===== src/rtl/pipelined_approx_adder.sv =====
// pipelined_approx_adder
//   N-bit adder split into STAGES equal segments with a registered carry
//   between segments. Each transaction selects exact or approximate mode; in
//   approximate mode the low APPROX_BITS bits are lower-part-OR and the carry
//   into bit APPROX_BITS is A[K-1] & B[K-1] (Cin ignored).
//   N must be a multiple of STAGES. Latency is STAGES register ranks, and the
//   last rank drives the outputs directly.
//
// Ports
//   clk, rst           rising-edge clock, asynchronous active-high reset
//   in_valid/in_ready  input handshake (in_ready is combinational)
//   in_mode            0 = exact, 1 = approximate
//   A, B, Cin          operands and carry in
//   out_valid/ready    output handshake
//   Sum, Cout          result
//   out_mode           mode of the transaction being presented
module pipelined_approx_adder #(
  parameter int unsigned N           = 8,
  parameter int unsigned STAGES      = 2,
  parameter int unsigned APPROX_BITS = 4
) (
  input  logic         clk,
  input  logic         rst,
  input  logic         in_valid,
  output logic         in_ready,
  input  logic         in_mode,
  input  logic [N-1:0] A,
  input  logic [N-1:0] B,
  input  logic         Cin,
  output logic         out_valid,
  input  logic         out_ready,
  output logic [N-1:0] Sum,
  output logic         Cout,
  output logic         out_mode
);

  localparam int unsigned W = N / STAGES;

  // Whole pipe moves as one; it only holds while a result is being refused.
  logic advance_c;
  assign advance_c = ~out_valid | out_ready;
  assign in_ready  = advance_c;

  for (genvar s = 0; s < STAGES; s++) begin : g_stage
    localparam int unsigned LO = s * W;
    localparam int unsigned HI = LO + W;
    localparam int unsigned UP = N - HI;

    logic [W-1:0]  a_seg;
    logic [W-1:0]  b_seg;
    logic [W-1:0]  s_seg;
    logic [HI-1:0] sum_d;
    logic          c_in;
    logic          c_out;
    logic          mode_in;
    logic          valid_in;

    logic [HI-1:0] sum_q;
    logic          carry_q;
    logic          mode_q;
    logic          valid_q;

    // Segment source: primary inputs for stage 0, skewed registers otherwise.
    if (s == 0) begin : g_src
      assign a_seg    = A[W-1:0];
      assign b_seg    = B[W-1:0];
      assign c_in     = Cin;
      assign mode_in  = in_mode;
      assign valid_in = in_valid;
      assign sum_d    = s_seg;
    end else begin : g_src
      assign a_seg    = g_stage[s-1].g_up.a_up_q[W-1:0];
      assign b_seg    = g_stage[s-1].g_up.b_up_q[W-1:0];
      assign c_in     = g_stage[s-1].carry_q;
      assign mode_in  = g_stage[s-1].mode_q;
      assign valid_in = g_stage[s-1].valid_q;
      assign sum_d    = {s_seg, g_stage[s-1].sum_q};
    end

    // Per-bit ripple. An approximate bit ORs its operands and forces the
    // carry to a&b, so the last approximate bit (K-1) yields the carry into
    // bit K, and Cin is discarded whenever bit 0 is approximate.
    always_comb begin
      logic carry_v;
      carry_v = c_in;
      s_seg   = '0;
      for (int j = 0; j < int'(W); j++) begin
        if (mode_in && (int'(LO) + j < int'(APPROX_BITS))) begin
          s_seg[j] = a_seg[j] | b_seg[j];
          carry_v  = a_seg[j] & b_seg[j];
        end else begin
          s_seg[j] = a_seg[j] ^ b_seg[j] ^ carry_v;
          carry_v  = (a_seg[j] & b_seg[j]) | (carry_v & (a_seg[j] ^ b_seg[j]));
        end
      end
      c_out = carry_v;
    end

    // Stage result, carry, mode and valid.
    always_ff @(posedge clk or posedge rst) begin
      if (rst) begin
        valid_q <= 1'b0;
        carry_q <= 1'b0;
        mode_q  <= 1'b0;
        sum_q   <= '0;
      end else if (advance_c) begin
        valid_q <= valid_in;
        carry_q <= c_out;
        mode_q  <= mode_in;
        sum_q   <= sum_d;
      end
    end

    // Operand bits not yet consumed, skewed forward to later stages.
    if (UP > 0) begin : g_up
      logic [UP-1:0] a_up_d;
      logic [UP-1:0] b_up_d;
      logic [UP-1:0] a_up_q;
      logic [UP-1:0] b_up_q;

      if (s == 0) begin : g_first
        assign a_up_d = A[N-1:HI];
        assign b_up_d = B[N-1:HI];
      end else begin : g_next
        assign a_up_d = g_stage[s-1].g_up.a_up_q[N-LO-1:W];
        assign b_up_d = g_stage[s-1].g_up.b_up_q[N-LO-1:W];
      end

      always_ff @(posedge clk or posedge rst) begin
        if (rst) begin
          a_up_q <= '0;
          b_up_q <= '0;
        end else if (advance_c) begin
          a_up_q <= a_up_d;
          b_up_q <= b_up_d;
        end
      end
    end
  end

  // Final rank is the registered output.
  assign out_valid = g_stage[STAGES-1].valid_q;
  assign Sum       = g_stage[STAGES-1].sum_q;
  assign Cout      = g_stage[STAGES-1].carry_q;
  assign out_mode  = g_stage[STAGES-1].mode_q;

endmodule

===== config.mk =====
export PLATFORM = sky130hd
export DESIGN_NAME = pipelined_approx_adder
export DESIGN_NICKNAME = d
export VERILOG_FILES = /design/src/rtl/pipelined_approx_adder.sv
export SDC_FILE = /design/constraint.sdc
export NUM_CORES = 1
export LEC_CHECK = 0
export BUFFER_PORTS_ARGS = -buffer_cell sky130_fd_sc_hd__buf_2
export CAP_MARGIN = 20
export CORE_UTILIZATION = 44
export CTS_CLUSTER_DIAMETER = 80
export DETAILED_ROUTE_END_ITERATION = 6
export GPL_TIMING_DRIVEN = 0
export PLACE_DENSITY = 0.7
export REMOVE_ABC_BUFFERS = 1
export SLEW_MARGIN = 20
export SYNTH_ARGS = -nofsm -noshare
export SYNTH_HDL_FRONTEND = slang
export SYNTH_SLANG_ARGS = --single-unit

===== constraint.sdc =====
create_clock -name clk -period 2.1 [get_ports clk]
set_input_delay 0.42 -clock clk [delete_from_list [all_inputs] [get_ports clk]]
set_output_delay 0.42 -clock clk [all_outputs]
set_load 0.01 [all_outputs]

==> results.md <==
- Post-route ant nets: 0
- Synthesized area per cell: between 10 and 15 sq um
- Final min period: 2.33 ns
- Num CTS Buffers: 3
- CP delay by family, top: adder cells
- H-tree Lvls: 1
- Switching power: approximately 0.0004 W
- Vias in the first global route: a little over 900
- Top fanout value on the critical path: 1
- Comb power frac: 0.291
- Core Rows: 20
- Grt ovf: 0
- # diodes: 0
- Final hold violation count: 0
- CTS Buffer Depth: 2
- GP Congestion: about 0.7
- Max transition margin: 0.377
- Crit path buf inv count: 1
- Fin nets: 179
- Post-Synthesis Cells: between 100 and 150
- Final Slew Violations: 0
- Part of the power in registers: 0.471
- Static leakage power: between 0.8 and 0.9 nW
- Number of synthesis warnings: 0
- GRT Util Overall: 0.152
- Final Setup Violations: 3
- Starting Density: 0.472
- Post-CTS Setup Bufs: 0
- Tightest Pin Transition: between 0.9 and 1 ns
- Fmax achieved: around 430 MHz
- DRC Markers: 0
- Type of the worst min-delay path: in -> async
- Startpoint types: input port
- Sink Count: 26
- Post-route clock skew: between 0.0015 and 0.002 ns
- Post-synth top area cell: dfrtp_1
- Netlist cell types: 16
- Core footprint: a little over 0.003 sq mm
- Status: finished, violations left
- Clk Latency, worst-skew pair: between 0.3 and 0.4 ns
- Crit path DAT: 2.60 ns
- Crit path capture type: flop
- Max Cap Violations: 0
- Die H: between 50 and 60 microns
- Switching Share: 0.278
- Post-route setup TNS: -0.305 ns
- Power Density: around 800 mW/mm^2
- Port Buf Inserts: 33
- Hold WS: about 0.28 ns
- Final period utilization: 1.11
- Vias: 860
- RSZ-0062 raised after global routing: yes
- Total chip power: 0.00143 W
- Top-area cell type share of the netlist area: 0.444
- CTS tree: done
- Clk Tree Root Cell: clkbuf_4
- Worst IR drop on VDD: 0.478 mV
- Setup CP Type: in -> reg
- I/O pins: 34
- TritonRoute pass-1 iters: 4
- Slowest stage delay, CP: between 0.4 and 0.5 ns
- Layout cells sized above 1: 0.457
- Post-synthesis cell area: 0.00146 sq mm
- Routed wire length: between 2 and 2.5 mm
- Clock input transition at the sequential cells of the worst setup and hold paths: around 0.14 ns
- Final worst setup slack: -0.226 ns
- P_int: slightly above 0.001 W
- Die ar.: ~0.0036 sq mm
- Largest net degree at the start of global routing: 28
- Detailed placement HPWL: 1.75 mm
- Synth Register Bits: 26
- CP dominant cell by count: fa_2
- Top cells by area, synth: dfrtp_1, mux2_4, fa_1, ha_1, mux2_2
- Post-DR vias/cell: approximately 4.7
- Die width: roughly 60 microns
- Clock Power Share: 0.238
- Fill count: 289
- First-pass GRT wire length: around 4 mm
- Failing checks: setup timing
- Synth-to-layout area growth: 18.6%
- DR WL/cell: 12.7 microns
- Detailed Route Iter0 Violations: 21
- CP max-delay cell: fa_1
- Register area share after synthesis: 0.444
- Worst path cell trace: buf_6 -> fa_2 -> mux2i_4 -> fa_2 -> mux2i_2 -> fa_2 -> mux2i_2 -> fa_1 -> mux2i_1 -> mux2_4
- Worst EP required: between 2 and 2.5 ns
- Antenna violations before repair: 0
kinds of logic (layout without fill, tap and decap cells):
logic type,after synthesis,after routing,share of synthesized area
multiplexers,24,24,0.211
buffers and inverters,21,54,0.0761
AND/OR/NAND/NOR,14,14,0.0658
adder cells (fa/ha/maj),16,16,0.178
AO/OA/AOI/OAI,6,6,0.0248
flip-flops,26,26,0.444
cell type report:
type | instances | area, sq um | share of cell area
clock buffers | 3 | 22.5 | 0.0130
clock inverters | 1 | 30.0 | 0.0173
inverters | 17 | 63.8 | 0.0367
multi-input cells | 60 | 737 | 0.424
flip-flops and latches | 26 | 651 | 0.375
well taps | 44 | 55.1 | 0.0317
repair buffers | 33 | 178 | 0.102
cell usage in the layout (no fill, tap or decap), drive strengths merged:
| master | Yosys | layout |
|---|---|---|
| buf | 4 | 33 |
| dfrtp | 26 | 26 |
| mux2 | 19 | 19 |
| inv | 17 | 17 |
| ha | 8 | 8 |
| nand2b | 8 | 8 |
| fa | 8 | 8 |
| nor3b | 5 | 5 |
| mux2i | 5 | 5 |
| a21oi | 3 | 3 |
| clkbuf | 0 | 3 |
| a31oi | 2 | 2 |
| and3b | 1 | 1 |
| a31o | 1 | 1 |
| bufinv | 0 | 1 |
per-layer routing:
| layer | vias up | global-route usage | part of all wire |
|---|---|---|---|
| met3 | 2 | 0.0433 | 0.035 |
| li1 | 411 | - | - |
| met2 | 16 | 0.279 | 0.54 |
| met5 | - | 0 | 0 |
| met1 | 431 | 0.177 | 0.41 |
| met4 | 0 | 0.0299 | 0.0090 |
registers in the layout (all words and copies together), names as in the netlist:
register,count
g_stage.carry_q,1
g_stage.sum_q,4
out_mode,1
g_stage.mode_q,1
g_stage.g_up.b_up_q,4
Sum,8
out_valid,1
g_stage.g_up.a_up_q,4
g_stage.valid_q,1
Cout,1
path summary, 6_finish.rpt:
check	to	cells after the start	slack, ns	from
max in group asynchronous	g_stage[0].g_up.a_up_q[1]	2	1.26	rst
worst min-delay path	Sum[4]	2	0.28	rst
worst max-delay path	g_stage[0].sum_q[3]	10	-0.23	Cin
worst max register to register	Sum[7]	8	-0.04	g_stage[0].g_up.a_up_q[0]
min in group clk	g_stage[0].valid_q	2	0.32	in_valid
worst min register to register	out_valid	1	0.49	g_stage[0].valid_q
power groups by stage:
stage / clock, W / combinational, W / sequential, W
6_report: 0.000340 / 0.000415 / 0.000673
2_1_floorplan: 0 / 0.000235 / 0.000705
3_5_place_dp: 0 / 0.000410 / 0.000683
4_1_cts: 0.000349 / 0.000419 / 0.000673
3_3_place_gp: 0 / 0.000396 / 0.000676
5_1_grt: 0.000371 / 0.000470 / 0.000688
Yosys cell counts:
cell type	number
a21oi_1	3
a31o_2	1
a31oi_1	2
and3b_1	1
buf_12	1
buf_2	1
buf_6	2
dfrtp_1	26
fa_1	8
ha_1	8
inv_1	17
mux2_2	7
mux2_4	12
mux2i_1	5
nand2b_1	8
nor3b_1	5
stage by stage:
stage          instances  setup slack [ns]  area, sq um  utilization
6_report             184            -0.226         1740        0.560
5_1_grt              184            -0.296         1740        0.560
4_1_cts              184            -0.313         1720        0.554
3_5_place_dp         180            -0.694         1640        0.528
3_3_place_gp         180            -0.620         1640        0.527
2_1_floorplan        103            -0.368         1420            -
what timing repair did:
| item | in CTS | in global routing |
|---|---|---|
| endpoints found under the setup margin | 3 | 4 |
| resized for setup | 8 | 3 |
| hold buffers | 0 | 0 |
| pin swaps | 3 | 2 |
(Power assumes the default switching activity.)
